===== config.mk =====
export PLATFORM = sky130hd
export DESIGN_NAME = fetch_stage
export DESIGN_NICKNAME = d
export VERILOG_FILES = /design/src/rtl/fetch_pkg.sv /design/src/rtl/fetch_buffer.sv /design/src/rtl/fetch_stage.sv
export SDC_FILE = /design/constraint.sdc
export NUM_CORES = 1
export LEC_CHECK = 0
export BUFFER_PORTS_ARGS = -buffer_cell sky130_fd_sc_hd__buf_2
export CORE_UTILIZATION = 50
export CTS_CLUSTER_DIAMETER = 60
export DETAILED_ROUTE_END_ITERATION = 8
export PLACE_DENSITY = 0.78
export SLEW_MARGIN = 20
export SYNTH_ARGS = -nofsm -noshare
export SYNTH_HDL_FRONTEND = slang
export SYNTH_SLANG_ARGS = --single-unit

===== constraint.sdc =====
create_clock -name clk -period 3.2 [get_ports clk]
set_clock_uncertainty 0.05 [all_clocks]
set_input_delay 0.64 -clock clk [delete_from_list [all_inputs] [get_ports clk]]
set_output_delay 0.64 -clock clk [all_outputs]
set_load 0.01 [all_outputs]

===== src/rtl/fetch_pkg.sv =====
// Shared types and constants for the instruction fetch stage.
package fetch_pkg;

   localparam logic [31:0] NOP_INSTR        = 32'h0000_0013;
   localparam logic [31:0] RESET_PC_DEFAULT = 32'h0000_0000;

   typedef enum logic [1:0] {
      ST_IDLE = 2'd0,
      ST_REQ  = 2'd1,
      ST_WAIT = 2'd2
   } fetch_state_e;

   typedef struct packed {
      logic [31:0] pc;
      logic [31:0] instr;
   } fetch_entry_t;

   function automatic logic [31:0] next_word_pc(input logic [31:0] pc);
      return pc + 32'd4;
   endfunction

endpackage


===== src/rtl/fetch_buffer.sv =====
// Small FIFO of fetched {pc, instr} pairs between fetch and decode.
// Flush empties the queue and overrides any push/pop in the same cycle.
module fetch_buffer
   import fetch_pkg::*;
#(
   parameter int DEPTH = 2,
   localparam int AW = $clog2(DEPTH),
   localparam int CW = AW + 1
) (
   input  logic         clk,
   input  logic         rst_n,
   input  logic         push,
   input  fetch_entry_t push_entry,
   input  logic         pop,
   input  logic         flush,
   output fetch_entry_t head_entry,
   output logic [CW-1:0] count,
   output logic         full,
   output logic         empty
);

   fetch_entry_t  mem_q [DEPTH];
   fetch_entry_t  mem_d [DEPTH];
   logic [AW-1:0] wr_ptr_q, wr_ptr_d;
   logic [AW-1:0] rd_ptr_q, rd_ptr_d;
   logic [CW-1:0] count_q, count_d;
   logic          do_push, do_pop;

   assign full       = (count_q == CW'(DEPTH));
   assign empty      = (count_q == '0);
   assign count      = count_q;
   assign head_entry = mem_q[rd_ptr_q];
   assign do_push    = push && !full;
   assign do_pop     = pop && !empty;

   // Next-state for storage, pointers and occupancy; flush wins over push/pop.
   always_comb begin
      mem_d    = mem_q;
      wr_ptr_d = wr_ptr_q;
      rd_ptr_d = rd_ptr_q;
      count_d  = count_q;
      if (flush) begin
         wr_ptr_d = '0;
         rd_ptr_d = '0;
         count_d  = '0;
      end else begin
         if (do_push) begin
            mem_d[wr_ptr_q] = push_entry;
            wr_ptr_d        = wr_ptr_q + AW'(1);
         end
         if (do_pop) begin
            rd_ptr_d = rd_ptr_q + AW'(1);
         end
         count_d = count_q + CW'(do_push) - CW'(do_pop);
      end
   end

   // Register storage and pointers.
   always_ff @(posedge clk or negedge rst_n) begin
      if (!rst_n) begin
         for (int i = 0; i < DEPTH; i++) mem_q[i] <= '0;
         wr_ptr_q <= '0;
         rd_ptr_q <= '0;
         count_q  <= '0;
      end else begin
         mem_q    <= mem_d;
         wr_ptr_q <= wr_ptr_d;
         rd_ptr_q <= rd_ptr_d;
         count_q  <= count_d;
      end
   end

endmodule


===== src/rtl/fetch_stage.sv =====
// Instruction fetch: PC ownership, word reads to instruction memory with at
// most one response outstanding, and a short queue feeding decode.
//
//   state   | meaning
//   --------+------------------------------------------------------------
//   IDLE    | reset only; leaves on the first clock after rst_n deasserts
//   REQ     | request held on imem until granted; imem_req low when the
//           | buffer is full (stall until decode pops)
//   WAIT    | one request granted, response outstanding
module fetch_stage
   import fetch_pkg::*;
#(
   parameter logic [31:0] RESET_PC = RESET_PC_DEFAULT,
   parameter int          DEPTH    = 2
) (
   input  logic        clk,
   input  logic        rst_n,
   output logic        imem_req,
   output logic [31:0] imem_addr,
   input  logic        imem_gnt,
   input  logic        imem_rvalid,
   input  logic [31:0] imem_rdata,
   input  logic        redirect_valid,
   input  logic [31:0] redirect_pc,
   output logic        id_valid,
   input  logic        id_ready,
   output logic [31:0] id_instr,
   output logic [31:0] id_pc
);

   localparam int CW = $clog2(DEPTH) + 1;

   fetch_state_e  state_q, state_d;
   logic [31:0]   pc_q, pc_d;
   logic [31:0]   req_pc_q, req_pc_d;
   logic          discard_q, discard_d;
   logic          redir_pend_q, redir_pend_d;
   logic [31:0]   redir_pc_q, redir_pc_d;

   fetch_entry_t  head;
   fetch_entry_t  push_entry;
   logic [CW-1:0] buf_count;
   logic [CW-1:0] count_next;
   logic          buf_full, buf_empty;
   logic          push, pop, flush, space_next;
   logic [31:0]   redirect_target;
   logic          redirect_lsb_unused;

   // Low address bits of a redirect are meaningless for word fetches.
   assign redirect_target     = {redirect_pc[31:2], 2'b00};
   assign redirect_lsb_unused = ^redirect_pc[1:0];

   assign id_valid   = !buf_empty;
   assign id_instr   = buf_empty ? NOP_INSTR : head.instr;
   assign id_pc      = buf_empty ? 32'h0 : head.pc;
   assign imem_addr  = pc_q;

   assign pop        = id_valid && id_ready;
   assign flush      = redirect_valid;
   assign push       = (state_q == ST_WAIT) && imem_rvalid && !discard_q && !redirect_valid;
   assign push_entry = '{pc: req_pc_q, instr: imem_rdata};

   // Occupancy after this cycle decides whether a back-to-back request fits.
   assign count_next = flush ? '0 : (buf_count + CW'(push) - CW'(pop));
   assign space_next = (count_next < CW'(DEPTH));

   fetch_buffer #(.DEPTH(DEPTH)) u_buffer (
      .clk        (clk),
      .rst_n      (rst_n),
      .push       (push),
      .push_entry (push_entry),
      .pop        (pop),
      .flush      (flush),
      .head_entry (head),
      .count      (buf_count),
      .full       (buf_full),
      .empty      (buf_empty)
   );

   // Next-state, PC, discard and redirect bookkeeping; imem_req decoded here.
   always_comb begin
      state_d      = state_q;
      pc_d         = pc_q;
      req_pc_d     = req_pc_q;
      discard_d    = discard_q;
      redir_pend_d = redir_pend_q;
      redir_pc_d   = redir_pc_q;
      imem_req     = 1'b0;

      case (state_q)
         ST_IDLE: begin
            state_d = ST_REQ;
            if (redirect_valid) pc_d = redirect_target;
         end

         ST_REQ: begin
            // No response is outstanding here, so only buffer space matters;
            // occupancy cannot grow in this state, keeping the request stable.
            imem_req = !buf_full;
            if (imem_req && imem_gnt) begin
               state_d  = ST_WAIT;
               req_pc_d = pc_q;
               if (redirect_valid) begin
                  pc_d         = redirect_target;
                  discard_d    = 1'b1;
                  redir_pend_d = 1'b0;
               end else if (redir_pend_q) begin
                  pc_d         = redir_pc_q;
                  discard_d    = 1'b1;
                  redir_pend_d = 1'b0;
               end else begin
                  pc_d = next_word_pc(pc_q);
               end
            end else if (redirect_valid) begin
               if (imem_req) begin
                  // Request already on the bus: keep it, drop its data later.
                  redir_pend_d = 1'b1;
                  redir_pc_d   = redirect_target;
               end else begin
                  pc_d = redirect_target;
               end
            end
         end

         ST_WAIT: begin
            if (imem_rvalid) begin
               discard_d = 1'b0;
               if (redirect_valid) begin
                  // Response consumed now, so nothing is left to discard;
                  // the target is requested from REQ on the next cycle.
                  pc_d    = redirect_target;
                  state_d = ST_REQ;
               end else begin
                  imem_req = space_next;
                  if (imem_req && imem_gnt) begin
                     req_pc_d = pc_q;
                     pc_d     = next_word_pc(pc_q);
                  end else begin
                     state_d = ST_REQ;
                  end
               end
            end else if (redirect_valid) begin
               discard_d = 1'b1;
               pc_d      = redirect_target;
            end
         end

         default: state_d = ST_IDLE;
      endcase
   end

   // State and PC registers.
   always_ff @(posedge clk or negedge rst_n) begin
      if (!rst_n) begin
         state_q      <= ST_IDLE;
         pc_q         <= RESET_PC;
         req_pc_q     <= RESET_PC;
         discard_q    <= 1'b0;
         redir_pend_q <= 1'b0;
         redir_pc_q   <= RESET_PC;
      end else begin
         state_q      <= state_d;
         pc_q         <= pc_d;
         req_pc_q     <= req_pc_d;
         discard_q    <= discard_d;
         redir_pend_q <= redir_pend_d;
         redir_pc_q   <= redir_pc_d;
      end
   end

endmodule


# After elaboration in Yosys (flattened, before gate mapping)

Index checks and enable logic that the tools add are counted.

Latch bits: 0
Bits in writable memories: 0
Register bits after elaboration: 230
Word-level logic and storage cells: 116
ROM bits: 0
Memories kept: 0

Mux-type cells: 46
Shift-type cells: 0
Add/subtract/negate cells: 7
Reduce and logical (&&, ||, !) cells: 27
Bitwise gates (word level): 5
Div/mod/pow operators: 0
Magnitude comparators: 4
Equality and inequality tests: 14
$mul: 0

Operators with widths:

| cell                                                            | count |
|---|---|
| 32-bit 2-to-1 mux                                               | 15 |
| 64-bit 2-to-1 mux                                               | 4 |
| 128-bit bitwise mux                                             | 1 |
| 32-bit one-hot mux with 3 select lines                          | 1 |
| 64-bit demux with 1-bit select                                  | 1 |
| 32-bit one-hot mux with 2 select lines                          | 1 |
| 32-bit by 3-bit adder with 32-bit output, second input constant | 1 |
| 3-bit != test, second input constant                            | 5 |
| 1-bit 2-to-1 mux                                                | 14 |
| 2-bit 2-to-1 mux                                                | 6 |
| 4-bit AND reduction                                             | 3 |
| 1-bit logical AND                                               | 9 |
| 2-bit nonzero test                                              | 4 |
| 2-bit != test, second input constant                            | 3 |
| 2-bit one-hot mux with 3 select lines                           | 1 |
| 3-bit AND reduction                                             | 2 |
| 5-bit AND reduction                                             | 1 |
| 2-bit by 1-bit adder with 2-bit output                          | 2 |
| 2-bit == test, second input constant                            | 2 |
| 2-bit greater-or-equal comparator, second input constant        | 2 |
| 1-bit zero test                                                 | 4 |
| 2-bit zero test                                                 | 2 |
| 2-bit by 1-bit != test with 1-bit output, second input constant | 2 |
| 4-bit by 3-bit != test with 1-bit output, second input constant | 1 |
| 10 further kinds                                                | 16 |

# Logic depth before layout (Yosys ltp)

Depth in word-level cells: 13
Gate-level depth with buffers: 11

# Modules after synthesis

A second synthesis with hierarchy kept.

Cells, all modules: 1,111
Area total of the unflattened synthesis: 12,467.0 µm²

By module, submodules not included:

| module       | cells each | instances | area each (µm²) |
|---|---|---|---|
| fetch_stage  | 746        | 1         | 6,723.9 |
| fetch_buffer | 365        | 1         | 5,743.0 |

# Least setup slack after synthesis

No wires, ideal clock.

Path kind: reg-to-reg
Start point: reg u_buffer.count_q[1], in the netlist u_buffer.count[1]
End point: reg req_pc_q[0]
Arrival time: 2.684 ns
Stages on the path, launching flop included: 12
Setup time: 0.125 ns
Path buffers: 1
Slack: 0.341 ns
Clock period less this slack: 2.859 ns
Path through: dfrtp_1 > nor2_1 > inv_1 > and2_1 > ha_1 > nor2_1 > nand2_1 > xor2_1 > nand3_1 > a211o_1 > buf_6 > mux2_4

Cells in the longest elaborated chain, start to end: 9

RTL lines:

| item                                               | line               | source |
|---|---|---|
| from (decl)                                        | fetch_buffer.sv:26 | `logic [CW-1:0] count_q, count_d;` |
| from (signal assigned)                             | fetch_buffer.sv:69 | `count_q <= count_d;` |
| 2-bit zero test                                    | fetch_buffer.sv:30 | `assign empty = (count_q == '0);` |
| 1-bit zero test                                    | fetch_stage.sv:53  | `assign id_valid = !buf_empty;` |
| net id_valid                                       | fetch_stage.sv:25  | `output logic id_valid,` |
| 1-bit logical AND                                  | fetch_stage.sv:58  | `assign pop = id_valid && id_ready;` |
| 2-bit by 1-bit subtractor with 2-bit output        | fetch_stage.sv:64  | `assign count_next = flush ? '0 : (buf_count + CW'(push) - CW'(pop));` |
| 2-bit 2-to-1 mux                                   | fetch_stage.sv:64  |  |
| 2-bit less-than comparator                         | fetch_stage.sv:65  | `assign space_next = (count_next < CW'(DEPTH));` |
| 1-bit logical AND                                  | fetch_stage.sv:135 | `if (imem_req && imem_gnt) begin` |
| 2-bit by 1-bit != test with 1-bit output (no line) | n/a                |  |
| 5-bit AND reduction (no line)                      | n/a                |  |
| to (signal assigned)                               | fetch_stage.sv:164 | `req_pc_q <= req_pc_d;` |
| to (decl)                                          | fetch_stage.sv:35  | `logic [31:0] req_pc_q, req_pc_d;` |

The timed path passes the listed nets, and every way through them passes these cells.
A chain may end at the register's enable or synchronous reset.

# Worst setup path after layout

Start point: reg u_buffer.count_q[1], in the netlist u_buffer.count[1]
End point: out imem_req

Cells in the longest elaborated chain, start to end: 9

RTL lines:

| item                                                                                           | line              | source |
|---|---|---|
| parallel branches: the longest is 8 deep, another holds 2-bit by 1-bit adder with 2-bit output | n/a               |  |
| 1-bit one-hot mux with 2 select lines (*)                                                      | fetch_stage.sv:90 | `case (state_q)` |
| to (decl)                                                                                      | fetch_stage.sv:18 | `output logic imem_req,` |

Every way passes the cells marked *.

==> run metrics <==
status finished clean; grt total ovfl 0; full die area ~0.025 mm^2; flop2flop setup slack about 370 ps; Mapped Area approximately 0.012 mm^2; Reg2Reg Capture Point imem_addr[27]; Leak around 6.7 nW; Synth async-reset ratio 100%; DRC violation count after routing 0; CTS tree yes; clock slew at reported path FFs roughly 60 ps; crit path max fanout 5; endpoint class of the critical path output pin; number of CTS-inserted buffers 26; CP arrival between 2000 and 2500 ps; Final Util ~61%; Synth Register Bits between 200 and 250; IO Pins between 150 and 200; placed cell count 1558; all-layer global routing usage 25.4%; Post-Route WL roughly 32000 um; largest cells by area after synthesis dfrtp_1, mux2_2, mux2i_1; R2R Path Start u_buffer.count[1]; Worst-Margin Slew about 800 ps; clk_lat worst skew roughly 530 ps; # H-tree levels 1; CTS max path bufs 3; Setup crit start kind flip-flop; prevailing post-synth register cell dfrtp_1; Netlist cell types 66; crit path kind flip-flop to output pin; cell taking the most area after synthesis dfrtp_1; sequential fraction of the synthesis area between 40% and 50%; # fillers around 1900; number of synthesized flops with an enable pin 0; area of the multi-input gates 0.00595 mm^2; # rows 56; worst path cell trace nor2_4 -> inv_1 -> and2_4 -> ha_4 -> xor2_2 -> xnor2_2 -> nand2_1 -> a21boi_2 -> buf_2; via count 9509; mean area per synthesized cell between 10 and 15 um^2; syn_nets between 1000 and 1500; Max IR drop VDD 0.710 mV; Cell Pwr Density ~940 mW/mm^2; fin crit share 97.0%; Layout area overhead 19.1%; CTS root buffer clkbuf_16; largest net degree at the start of global routing ~100; register area 0.00576 mm^2; crit-path max cell delay approximately 450 ps; Finish-stage setup viols 0; FMAX approximately 320 MHz; CP max stage cell dfrtp_2; share of cells above drive strength 1 a little over a third; Pre-Repair DR Iteration Count 6; final std cells w/o fill between 1500 and 2000; Tmin final 3100 ps; 1st-iter DRT viols around 950; final hold violation count 0; post-DP HPWL ~22000 um; Mapped Cells around 1100; Final nets 1346; HP Class input port to async pin; core area between 0.02 and 0.025 mm^2; Max Cap Viol 0; RSZ-0062 raised after global routing false; Req. time, crit path around 2500 ps; vias in the first global route 9114; Die X 158 um; routed len/inst roughly 20 um; ANT nets after route 0; # port buffers ~170; Fin Setup TNS 0 ps; clock sink total between 200 and 250; global-route wire length before repair 49300 um; initial antenna violation count 2; worst r2r path cells 10; vias per inst between 5 and 6; chip height ~160 um; gpl congestion 0.962; relative slew slack around 48%; top-area cell type share of the netlist area between 40% and 50%; pins over their slew limit 0; Initial Util just over 50%; synth warn 0
[flip-flops by register name, summed over array words and instances (netlist names)]
register and cells:
u_buffer.wr_ptr_q 1, u_buffer.count 2, redir_pend_q 1, req_pc_q 32
u_buffer.mem_q 128, u_buffer.rd_ptr_q 1, state_q 2, discard_q 1
redir_pc_q 30, imem_addr 32
[how the worst max path moves through the flow]
stage | from | to
floorplan | u_buffer.count[1] | req_pc_q[0]
global placement | id_ready | imem_addr[27]
detailed placement | id_ready | imem_addr[27]
CTS | u_buffer.count[1] | imem_req
global route | u_buffer.count[1] | imem_req
finish | u_buffer.count[1] | imem_req
[per-layer routing]
| layer | wire, um | global-route usage, % |
|---|---|---|
| met5 | 11 | 0 |
| met4 | 724 | 7.40 |
| met3 | 2840 | 5.17 |
| met2 | 14600 | 40.7 |
| met1 | 13700 | 34.7 |
[worst max-delay path: cells and delay by family, from the launching register on]
family / cells / cell delay, ps
compound gates: 1 / 170
flops: 1 / 450
buf+inv: 2 / 260
xor+xnor: 2 / 440
simple gates: 3 / 410
fa+ha+maj: 1 / 160
[stage by stage]
stage                     hold slack (ps)  total power (W)  cell area (um^2)  setup slack, ps
after floorplan                       294          0.00832             12100              341
final                                85.9           0.0135             14400             95.3
after global routing                  146           0.0142             14400             11.8
after global placement                405           0.0101             13400              229
after CTS                             130           0.0135             14400             42.2
after detailed placement              416           0.0102             13400              235
[where the power goes]
part	switching (W)	internal, W	total [W]	leakage, nW
clock	0.00120	0.00196	0.00316	0.454
sequential	0.000894	0.00378	0.00467	3.01
combinational	0.00314	0.00257	0.00571	3.23
[cell type report]
class	instances	share of cell area, %
multi-input cells	773	41.3
flip-flops and latches	230	40.0
repair buffers	216	8.97
clock buffers	34	5.15
well taps	319	2.77
clock inverters	14	1.27
inverters	22	0.573
diodes	1	0.0174
[logic make-up (layout without fill, tap and decap cells)]
logic type      Yosys count  after routing  synth area share, %
simple gates            287            287                 11.1
mux                     263            263                 24.6
flops                   230            230                 47.5
compound gates          185            185                 10.1
buf+inv                  99            286                 3.67
xor+xnor                 31             31                 2.30
fa+ha+maj                 7              7                0.723
other cells               0              1                    0
[synthesized netlist by cell type, types with 4 or more instances]
cell and instances:
xor2_1 7, a22o_1 7, o22ai_1 13, nand4_1 10, nand3_1 26, a21oi_1 27
nor3_1 12, nand2b_1 8, buf_2 20, and3_1 9, nor4_1 5, inv_1 21
o211ai_1 11, dfrtp_1 230, a221oi_1 7, xnor2_1 23, o21a_1 5, o2111ai_1 6
mux2_2 154, a22oi_1 14, o21bai_1 4, nor2_1 104, clkbuf_1 37, mux2_4 30
a31oi_1 16, and2_1 8, o21ai_0 46, nand2_1 80, buf_4 6, o221ai_1 4
buf_1 9, nor2b_1 5, mux2i_1 79, ha_1 7
[cells in the final DEF, fill, tap and decap left out, types with 7 or more instances in the layout]
master	count
dfrtp_1	228
buf_2	164
mux2_2	154
nor2_1	102
nand2_1	80
mux2i_1	79
o21ai_0	46
buf_4	45
mux2_4	30
a21oi_1	27
clkbuf_16	27
nand3_1	26
xnor2_1	22
inv_1	21
a31oi_1	16
a22oi_1	14
o22ai_1	13
nor3_1	12
o211ai_1	11
nand4_1	10
and3_1	9
nand2b_1	8
xor2_1	7
a221oi_1	7
a22o_1	7
[repair_timing]
| item | 4_1_cts | 5_1_grt |
|---|---|---|
| hold buffers | 0 | 0 |
| cloned | 0 | 0 |
| setup endpoints to repair | 1 | 1 |
| pin swaps | 2 | 1 |
| resized for setup | 6 | 1 |
| buffers inserted | 2 | 0 |
No activity file was read; power rests on OpenSTA's default activity.
